===== config.mk =====
export PLATFORM = sky130hd
export DESIGN_NAME = sdes_gearbox_flat
export DESIGN_NICKNAME = d
export VERILOG_FILES = /design/src/rtl/sdes_gearbox_if.sv /design/src/rtl/sdes_gearbox.sv /design/src/flat_wrapper.sv
export SDC_FILE = /design/constraint.sdc
export NUM_CORES = 1
export LEC_CHECK = 0
export CAP_MARGIN = 0
export CORE_UTILIZATION = 35
export CTS_BUF_LIST = sky130_fd_sc_hd__clkbuf_8
export DETAILED_ROUTE_END_ITERATION = 8
export SYNTH_ARGS = -nofsm -noshare
export SYNTH_HDL_FRONTEND = slang
export SYNTH_SLANG_ARGS = --single-unit

===== constraint.sdc =====
create_clock -name in_clk -period 5.6 [get_ports in_clk]
set_input_delay 1.12 -clock in_clk [delete_from_list [all_inputs] [get_ports in_clk]]
set_output_delay 1.12 -clock in_clk [all_outputs]
set_load 0.01 [all_outputs]

===== src/rtl/sdes_gearbox_if.sv =====
// sdes_gearbox_if: word-side bundle of the lane gearbox.
//   dout/dout_valid : assembled receive word and its one-cycle strobe
//   din/din_valid   : transmit word offered by the core
//   din_ready       : gearbox takes din at this edge when din_valid is high
// slave modport is the gearbox view; master modport is the core view.
interface sdes_gearbox_if #(
    parameter int LANE_W = 16,
    parameter int RATIO  = 4
);
    localparam int WORD_W = LANE_W * RATIO;

    logic [WORD_W-1:0] dout;
    logic              dout_valid;
    logic [WORD_W-1:0] din;
    logic              din_valid;
    logic              din_ready;

    modport master (
        input  dout,
        input  dout_valid,
        input  din_ready,
        output din,
        output din_valid
    );

    modport slave (
        output dout,
        output dout_valid,
        output din_ready,
        input  din,
        input  din_valid
    );
endinterface


===== src/rtl/sdes_gearbox.sv =====
// sdes_gearbox: lane <-> word gearbox, full duplex, single clock.
// Receive: RATIO lanes of lane_in are packed into one word (slot k at
// [k*LANE_W +: LANE_W]) and presented on bus.dout with a one-cycle strobe.
// Transmit: a word taken from bus.din at a load opportunity is sent lane by
// lane on lane_out, slot 0 first. frame_clk_out toggles on each completed
// receive frame. underrun_cnt counts frame boundaries with no word offered.
// Ports:
//   in_clk, rst_n (async, active-low), align (realign to slot 0),
//   lane_in / lane_out / lane_vld (serial side),
//   bus (sdes_gearbox_if.slave, word side),
//   underrun_cnt (8-bit saturating), frame_clk_out.
// Optional build macro SDES_GEARBOX_LOOPBACK_EN adds input `loopback`; when
// high the receive path captures lane_out instead of lane_in.
//
// state  | meaning
// S_IDLE | out of reset; the next edge starts framing at slot 0
// S_RUN  | framing; slot advances every edge, wrapping after RATIO-1
module sdes_gearbox #(
    parameter int LANE_W = 16,
    parameter int RATIO  = 4
) (
    input  logic              in_clk,
    input  logic              rst_n,
    input  logic              align,
`ifdef SDES_GEARBOX_LOOPBACK_EN
    input  logic              loopback,
`endif
    input  logic [LANE_W-1:0] lane_in,
    sdes_gearbox_if.slave     bus,
    output logic [LANE_W-1:0] lane_out,
    output logic              lane_vld,
    output logic [7:0]        underrun_cnt,
    output logic              frame_clk_out
);
    localparam int WORD_W = LANE_W * RATIO;
    localparam int SLOT_W = (RATIO <= 2) ? 1 : $clog2(RATIO);
    // The last lane of a frame goes straight into dout, so only RATIO-1
    // lanes need to be held.
    localparam int ACC_W  = LANE_W * (RATIO - 1);
    localparam logic [SLOT_W-1:0] SLOT_LAST = SLOT_W'(RATIO - 1);

    typedef enum logic {S_IDLE, S_RUN} state_e;

    state_e              state_q, state_d;
    logic [SLOT_W-1:0]   slot_q, slot_d;
    logic [ACC_W-1:0]    acc_q, acc_d;
    logic [WORD_W-1:0]   dout_q, dout_d;
    logic                dout_valid_q, dout_valid_d;
    logic [WORD_W-1:0]   hold_q, hold_d;
    logic                lane_vld_q, lane_vld_d;
    logic [7:0]          underrun_q, underrun_d;
    logic                frame_clk_q, frame_clk_d;

    logic                at_last;
    logic                boundary;
    logic                load_opp;
    logic [LANE_W-1:0]   lane_sel;
    logic [LANE_W-1:0]   cap_lane;

    assign at_last  = (state_q == S_RUN) && (slot_q == SLOT_LAST);
    // Align overrides a frame boundary on the same edge.
    assign boundary = at_last && !align;
    assign load_opp = (state_q == S_IDLE) || align || at_last;

    always_comb begin
        lane_sel = '0;
        if (state_q == S_RUN) begin
            for (int k = 0; k < RATIO; k++) begin
                if (slot_q == SLOT_W'(k)) begin
                    lane_sel = hold_q[k*LANE_W +: LANE_W];
                end
            end
        end
    end

`ifdef SDES_GEARBOX_LOOPBACK_EN
    assign cap_lane = loopback ? lane_sel : lane_in;
`else
    assign cap_lane = lane_in;
`endif

    always_comb begin
        state_d      = state_q;
        slot_d       = slot_q;
        acc_d        = acc_q;
        dout_d       = dout_q;
        dout_valid_d = 1'b0;
        hold_d       = hold_q;
        lane_vld_d   = lane_vld_q;
        underrun_d   = underrun_q;
        frame_clk_d  = frame_clk_q;

        if (align || (state_q == S_IDLE)) begin
            // Restart framing; any partial receive word is dropped.
            state_d = S_RUN;
            slot_d  = '0;
        end else begin
            for (int k = 0; k < RATIO - 1; k++) begin
                if (slot_q == SLOT_W'(k)) begin
                    acc_d[k*LANE_W +: LANE_W] = cap_lane;
                end
            end
            if (at_last) begin
                slot_d       = '0;
                dout_d       = {cap_lane, acc_q};
                dout_valid_d = 1'b1;
                frame_clk_d  = ~frame_clk_q;
            end else begin
                slot_d = slot_q + SLOT_W'(1);
            end
        end

        if (load_opp) begin
            if (bus.din_valid) begin
                hold_d     = bus.din;
                lane_vld_d = 1'b1;
            end else begin
                hold_d     = '0;
                lane_vld_d = 1'b0;
                if (boundary && (underrun_q != 8'hFF)) begin
                    underrun_d = underrun_q + 8'd1;
                end
            end
        end
    end

    always_ff @(posedge in_clk or negedge rst_n) begin
        if (!rst_n) begin
            state_q      <= S_IDLE;
            slot_q       <= '0;
            acc_q        <= '0;
            dout_q       <= '0;
            dout_valid_q <= 1'b0;
            hold_q       <= '0;
            lane_vld_q   <= 1'b0;
            underrun_q   <= 8'd0;
            frame_clk_q  <= 1'b0;
        end else begin
            state_q      <= state_d;
            slot_q       <= slot_d;
            acc_q        <= acc_d;
            dout_q       <= dout_d;
            dout_valid_q <= dout_valid_d;
            hold_q       <= hold_d;
            lane_vld_q   <= lane_vld_d;
            underrun_q   <= underrun_d;
            frame_clk_q  <= frame_clk_d;
        end
    end

    assign bus.din_ready  = load_opp;
    assign bus.dout       = dout_q;
    assign bus.dout_valid = dout_valid_q;
    assign lane_out       = lane_sel;
    assign lane_vld       = lane_vld_q;
    assign underrun_cnt   = underrun_q;
    assign frame_clk_out  = frame_clk_q;
endmodule

===== src/flat_wrapper.sv =====
// flat-port wrapper written by rule: the top's interface ports become plain ports
module sdes_gearbox_flat 
#(
    parameter int LANE_W = 16,
    parameter int RATIO  = 4
)
  (in_clk, rst_n, align, lane_in, lane_out, lane_vld, underrun_cnt, frame_clk_out, bus_dout, bus_dout_valid, bus_din_ready, bus_din, bus_din_valid);
  sdes_gearbox_if #(.LANE_W(LANE_W), .RATIO(RATIO)) bus_i ();
  input  logic in_clk;
  input  logic rst_n;
  input  logic align;
  input  logic [LANE_W-1:0] lane_in;
  output logic [LANE_W-1:0] lane_out;
  output logic lane_vld;
  output logic [7:0] underrun_cnt;
  output logic frame_clk_out;
  output wire logic [$bits(bus_i.dout)-1:0] bus_dout;
  output wire logic [$bits(bus_i.dout_valid)-1:0] bus_dout_valid;
  output wire logic [$bits(bus_i.din_ready)-1:0] bus_din_ready;
  input wire logic [$bits(bus_i.din)-1:0] bus_din;
  input wire logic [$bits(bus_i.din_valid)-1:0] bus_din_valid;
  assign bus_dout = bus_i.dout;
  assign bus_dout_valid = bus_i.dout_valid;
  assign bus_din_ready = bus_i.din_ready;
  assign bus_i.din = bus_din;
  assign bus_i.din_valid = bus_din_valid;
  sdes_gearbox #(.LANE_W(LANE_W), .RATIO(RATIO)) u_core (.in_clk(in_clk), .rst_n(rst_n), .align(align), .lane_in(lane_in), .bus(bus_i), .lane_out(lane_out), .lane_vld(lane_vld), .underrun_cnt(underrun_cnt), .frame_clk_out(frame_clk_out));
endmodule

# Word-level counts from Yosys, hierarchy flattened
# Cells that the tools add are included.
[word_totals]
register_bits = 190
latch_bits = 0
mem_bits_rw = 0
rom_bits = 0
inputBits = 84
out_inout_bits = 92
word_cells = 44
memories = 0
[op_classes]
add_sub_neg = 2
n_mul = 0
div = 0
order_cmp = 0
eq_ne = 4
shift = 0
muxes = 11
bitwise = 4
reduce_logical = 12
[ops]
columns = ["cell", "n"]
rows = [
  ["$mux 16", 5],
  ["$mux 64", 1],
  ["$add 8x1->8 const B", 1],
  ["$ne 8x8->1 const B", 1],
  ["$reduce_and 2->1", 4],
  ["$eq 2x2->1 const B", 2],
  ["$mux 2", 2],
  ["$not 1->1", 4],
  ["$logic_and 1x1->1", 3],
  ["$mux 1", 3],
  ["$reduce_and 3->1", 1],
  ["$add 2x1->2 const B", 1],
  ["$eq 2x1->1 const B", 1],
  ["$logic_not 2->1", 1],
  ["$logic_or 1x1->1", 2],
  ["$logic_not 1->1", 1],
]

# Logic depth before layout (Yosys ltp)
[logic_depth]
depth_word = 6
ltp_mapped = 9
ltp_nobuf = 6

# Worst setup path before layout
# Ideal clock, no wire load.
[synth_timing]
path_type = "input-to-output"
from = "input port align"
to = "output port bus_din_ready"
arrival_ns = 1.977
t_required_ns = 4.480
setup_slack_ns = 2.503
cell_stages = 7
n_path_buf = 4
cell_sequence = "nor2b_1 > buf_6 > nor2b_1 > buf_6 > inv_4 > buf_2 > buf_2"
[synth_between]
elab_chain_len = 2
[synth_lines]
columns = ["element", "line", "source"]
rows = [
  ["from (decl)", "flat_wrapper.sv:11", "input logic align;"],
  ["$logic_or 1x1->1 (2 in a row)", "sdes_gearbox.sv:63", "assign load_opp = (state_q == S_IDLE) || align || at_last;"],
  ["to (decl)", "flat_wrapper.sv:19", "output wire logic [$bits(bus_i.din_ready)-1:0] bus_din_ready;"],
]
# No other way between the ends.

# Worst setup path in the final report
[layout_timing]
from = "register u_core.slot_q[0]"
to = "output port lane_out[3]"
[layout_between]
elab_chain_len = 6
elab_cells_between_ends = 9
cone_classes = "eq/ne (3); mux (5); reduce/logical (1)"
[layout_lines]
columns = ["element", "line", "source"]
rows = [
  ["from (decl)", "sdes_gearbox.sv:45", "logic [SLOT_W-1:0] slot_q, slot_d;"],
  ["from (signal assigned)", "sdes_gearbox.sv:140", "slot_q <= slot_d;"],
  ["$logic_not 2->1", "sdes_gearbox.sv:69", "if (slot_q == SLOT_W'(k)) begin"],
  ["$mux 16 (3 in a row)", "sdes_gearbox.sv:69", ""],
  ["$mux 16 *", "sdes_gearbox.sv:69", ""],
  ["$mux 16 *", "sdes_gearbox.sv:67", "if (state_q == S_RUN) begin"],
  ["to (decl)", "flat_wrapper.sv:13", "output logic [LANE_W-1:0] lane_out;"],
]
# Every way passes the cells marked *; elsewhere a longest branch is shown, timed or not.

==> impl_metrics.csv <==
group,metric,value,unit
clocking,cts_max_path_buffers,2,
cells_and_area,layout.nets,888,
detailed_routing,drtAntennaViolNets,0,
worst_setup_path,worst-setup-path-type,"reg -> out",
global_routing,globalRoute.totalOverflow,0,
placement,placer_congestion_estimate,0.742,
synthesis,synth.lib_cells_used.distinct,36,
timing,finalCriticalPeriod,4.64,ns
placement,place.port_buffers,175,
detailed_routing,via_per_inst,4.95,
worst_setup_path,cp_max_fo,19,
clocking,worst_skew_pair.late_latency,0.45,ns
floorplan,initial_core_util,0.357,
synthesis,synthesis.area_per_instance,12.1,µm²
global_routing,first_global_vias,5307,
cells_and_area,layout.cells.non_filler,1092,
cells_and_area,antennaDiodeCount,0,
hold_path,hp-class,"reg -> reg",
timing,hold_viol,0,
timing,finalSetupViolations,0,
pwr,power_density,287,nW/µm²
floorplan,die_width,151,µm
clocking,postCtsSetupRepairBufs,0,
synthesis,post-synth-top-area-cell,"dfrtp_1",
timing,clock.fmax,216,MHz
synthesis,synth_top_area_share,0.611,
floorplan,num_rows,54,
synthesis,async_flop_share,1.00,
timing,fin_skew,0.0149,ns
placement,placed_cells,1060,
clocking,cts-htree-levels,4,
worst_setup_path,worstPathArrival,3.52,ns
cells_and_area,drive_gt1_frac,0.198,
placement,place_worst_setup_slack,1.45,ns
detailed_routing,route.detailed.drc,0,
pwr,ir_drop,155,µV
synthesis,synth_top_cells_by_area,"dfrtp_1, mux2_2, nand2_1, nand3_1, a221oi_1",
cells_and_area,sequential_cell_area,4750,µm²
placement,dpl_cell_area,9740,µm²
synthesis,mappedNetlistArea,7790,µm²
floorplan,fp.coreArea,21800,µm²
synthesis,postSynthRegisterBits,190,
global_routing,maximum_number_of_pins_on_one_net_before_global_route_repair,99,
timing,postLayoutSetupSlackWorst,0.962,ns
detailed_routing,routed_length_per_instance,16.7,µm
synthesis,yosysWarnings,0,
global_routing,antenna_found_initial,0,
clocking,cts_inserted_buffers,17,
detailed_routing,drtIter0Drc,267,
detailed_routing,num_vias,5410,
timing,finalMaxSlewViolations,0,
cells_and_area,post_route_utilization,0.465,
floorplan,die-area,22900,µm²
worst_setup_path,end_kind,"output pin",
detailed_routing,dr.pass1.iters,5,
worst_setup_path,timing.critical_path.from_type,"flop",
clocking,cts_tree,"done",
floorplan,die_y,151,µm
synthesis,synth.yosys.seq_area_share,0.611,
synthesis,post_synth_inst_count,641,
global_routing,grt_pass1_wl,29200,µm
clocking,root_buffer_master,"clkbuf_8",
placement,dp_hpwl,12400,µm
timing,unrepaired_setup_endpoints_after_global_routing,"false",
cells_and_area,final_area,10200,µm²
clocking,clk_pin_slew_worst_paths,0.11,ns
cells_and_area,n_fill_cell,2041,
synthesis,syn-num-nets,730,
synthesis,synth-main-ff-cell,"dfrtp_1",
cells_and_area,multi_input_comb_area,2750,µm²
synthesis,synth_enable_flop_cells,0,
flow_run,maxCapViolCount,0,
worst_setup_path,crit_required,4.48,ns
pwr,p_leak,4.72,nW
clocking,cts_resized,0,
detailed_routing,detail_route.wirelength,18200,µm
timing,period_share,0.828,
timing,timing.setup.tns,0,ns
timing,timing_worst_slew_pin_value,1.24,ns
clocking,cts_hold_repair_buffers,0,
floorplan,number_of_top_level_pins,176,
timing,worst_slew_margin_rel,0.175,
cells_and_area,syn2layout_area_growth,30.4,%
global_routing,global_route.usage.total,0.167,
outcome,outcome,"finished, final reports clean",
clocking,tritoncts_sinks,190,
-- cells in the final DEF (no fill, tap or decap), drive strengths merged, types with 3 or more instances in the layout --
cell type,instances
clkdlybuf4s50,173
xor2,4
o21ai,18
nor2b,4
ha,5
a221oi,15
a21oi,17
clkinv,6
inv,26
buf,9
nand2,110
mux2,115
dfrtp,190
clkbuf,18
nand3,65
nor2,3
a22o,15
-- worst max-delay path, stage by stage, from the launching register on --
cell             delay (ns)
dfrtp_1                0.42
ha_1                   0.48
nor2b_1                1.05
a221oi_1               0.19
a21oi_1                0.21
a22o_1                 0.17
clkdlybuf4s50_1        0.54
-- logic make-up (layout without fill, tap and decap cells) --
kind of cell / after synthesis / in the layout / synth area share
and+or+nand+nor: 193 / 193 / 0.112
DFF: 190 / 190 / 0.611
muxes: 115 / 115 / 0.166
AOI/OAI and AO/OA: 69 / 69 / 0.0603
buffers and inverters: 63 / 234 / 0.0370
adders and majority gates: 5 / 5 / 0.00803
xor gates and xnor gates: 5 / 5 / 0.00562
other: 1 / 1 / 0.000482
-- through the flow --
step / power (mW) / hold slack (ns)
floorplan: 1.80 / 0.430
global placement: 2.02 / 0.453
detailed placement: 2.03 / 0.457
CTS: 2.97 / 0.478
global route: 3.07 / 0.498
finish: 2.92 / 0.470
-- layout make-up --
cell class / count / area share
multi-input combinational: 388 / 0.271
clock inverter: 15 / 0.0174
tap: 280 / 0.0345
inverter: 19 / 0.00727
sequential: 190 / 0.468
clock buffer: 17 / 0.0230
timing repair buffer: 183 / 0.178
-- state kept, by name, indices dropped and copies added (netlist names) --
register,count
u_core.acc_q,48
u_core.bus.dout_valid,1
u_core.underrun_cnt,8
u_core.state_q,1
u_core.slot_q,2
u_core.bus.dout,64
u_core.frame_clk_out,1
u_core.hold_q,64
u_core.lane_vld,1
-- synth_stat cells, types with 3 or more instances --
master	n
buf_4	3
a21oi_1	17
nand3_1	65
buf_2	18
inv_1	17
a221oi_1	15
a22o_1	15
clkbuf_1	18
ha_1	5
mux2_2	114
nor2b_1	4
o21ai_0	18
nor2_1	3
nand2_1	110
buf_1	3
xor2_1	4
dfrtp_1	190
-- path summary, 6_finish.rpt --
check / from / endpoint / slack (ns) / cells past startpoint
worst max register to register: u_core.slot_q[0] / u_core.acc_q[43] / 2.59 / 4
min in group asynchronous: rst_n / u_core.bus.dout[3] / 0.70 / 1
worst min-delay path: u_core.frame_clk_out / u_core.frame_clk_out / 0.47 / 1
worst max-delay path: u_core.slot_q[0] / lane_out[3] / 0.96 / 6
worst min register to register: u_core.frame_clk_out / u_core.frame_clk_out / 0.47 / 1
max in group asynchronous: rst_n / u_core.hold_q[21] / 3.71 / 2
-- where the power goes --
group | total, mW | switching [mW] | internal [mW] | leakage [nW]
logic | 0.416 | 0.180 | 0.236 | 2.02
clock network | 0.921 | 0.543 | 0.379 | 0.208
registers | 1.58 | 0.0676 | 1.51 | 2.49
total | 2.92 | 0.791 | 2.13 | 4.72
-- routing by layer --
metal / part of all wire / vias up / wire length (µm) / global-route usage
met5: 0 / - / 0 / 0
met4: 0.0097 / 0 / 176 / 0.0425
met3: 0.062 / 12 / 1130 / 0.0395
met2: 0.46 / 178 / 8310 / 0.256
met1: 0.47 / 2692 / 8600 / 0.236
li1: - / 2528 / - / -
No activity file was read; power rests on OpenSTA's default activity.
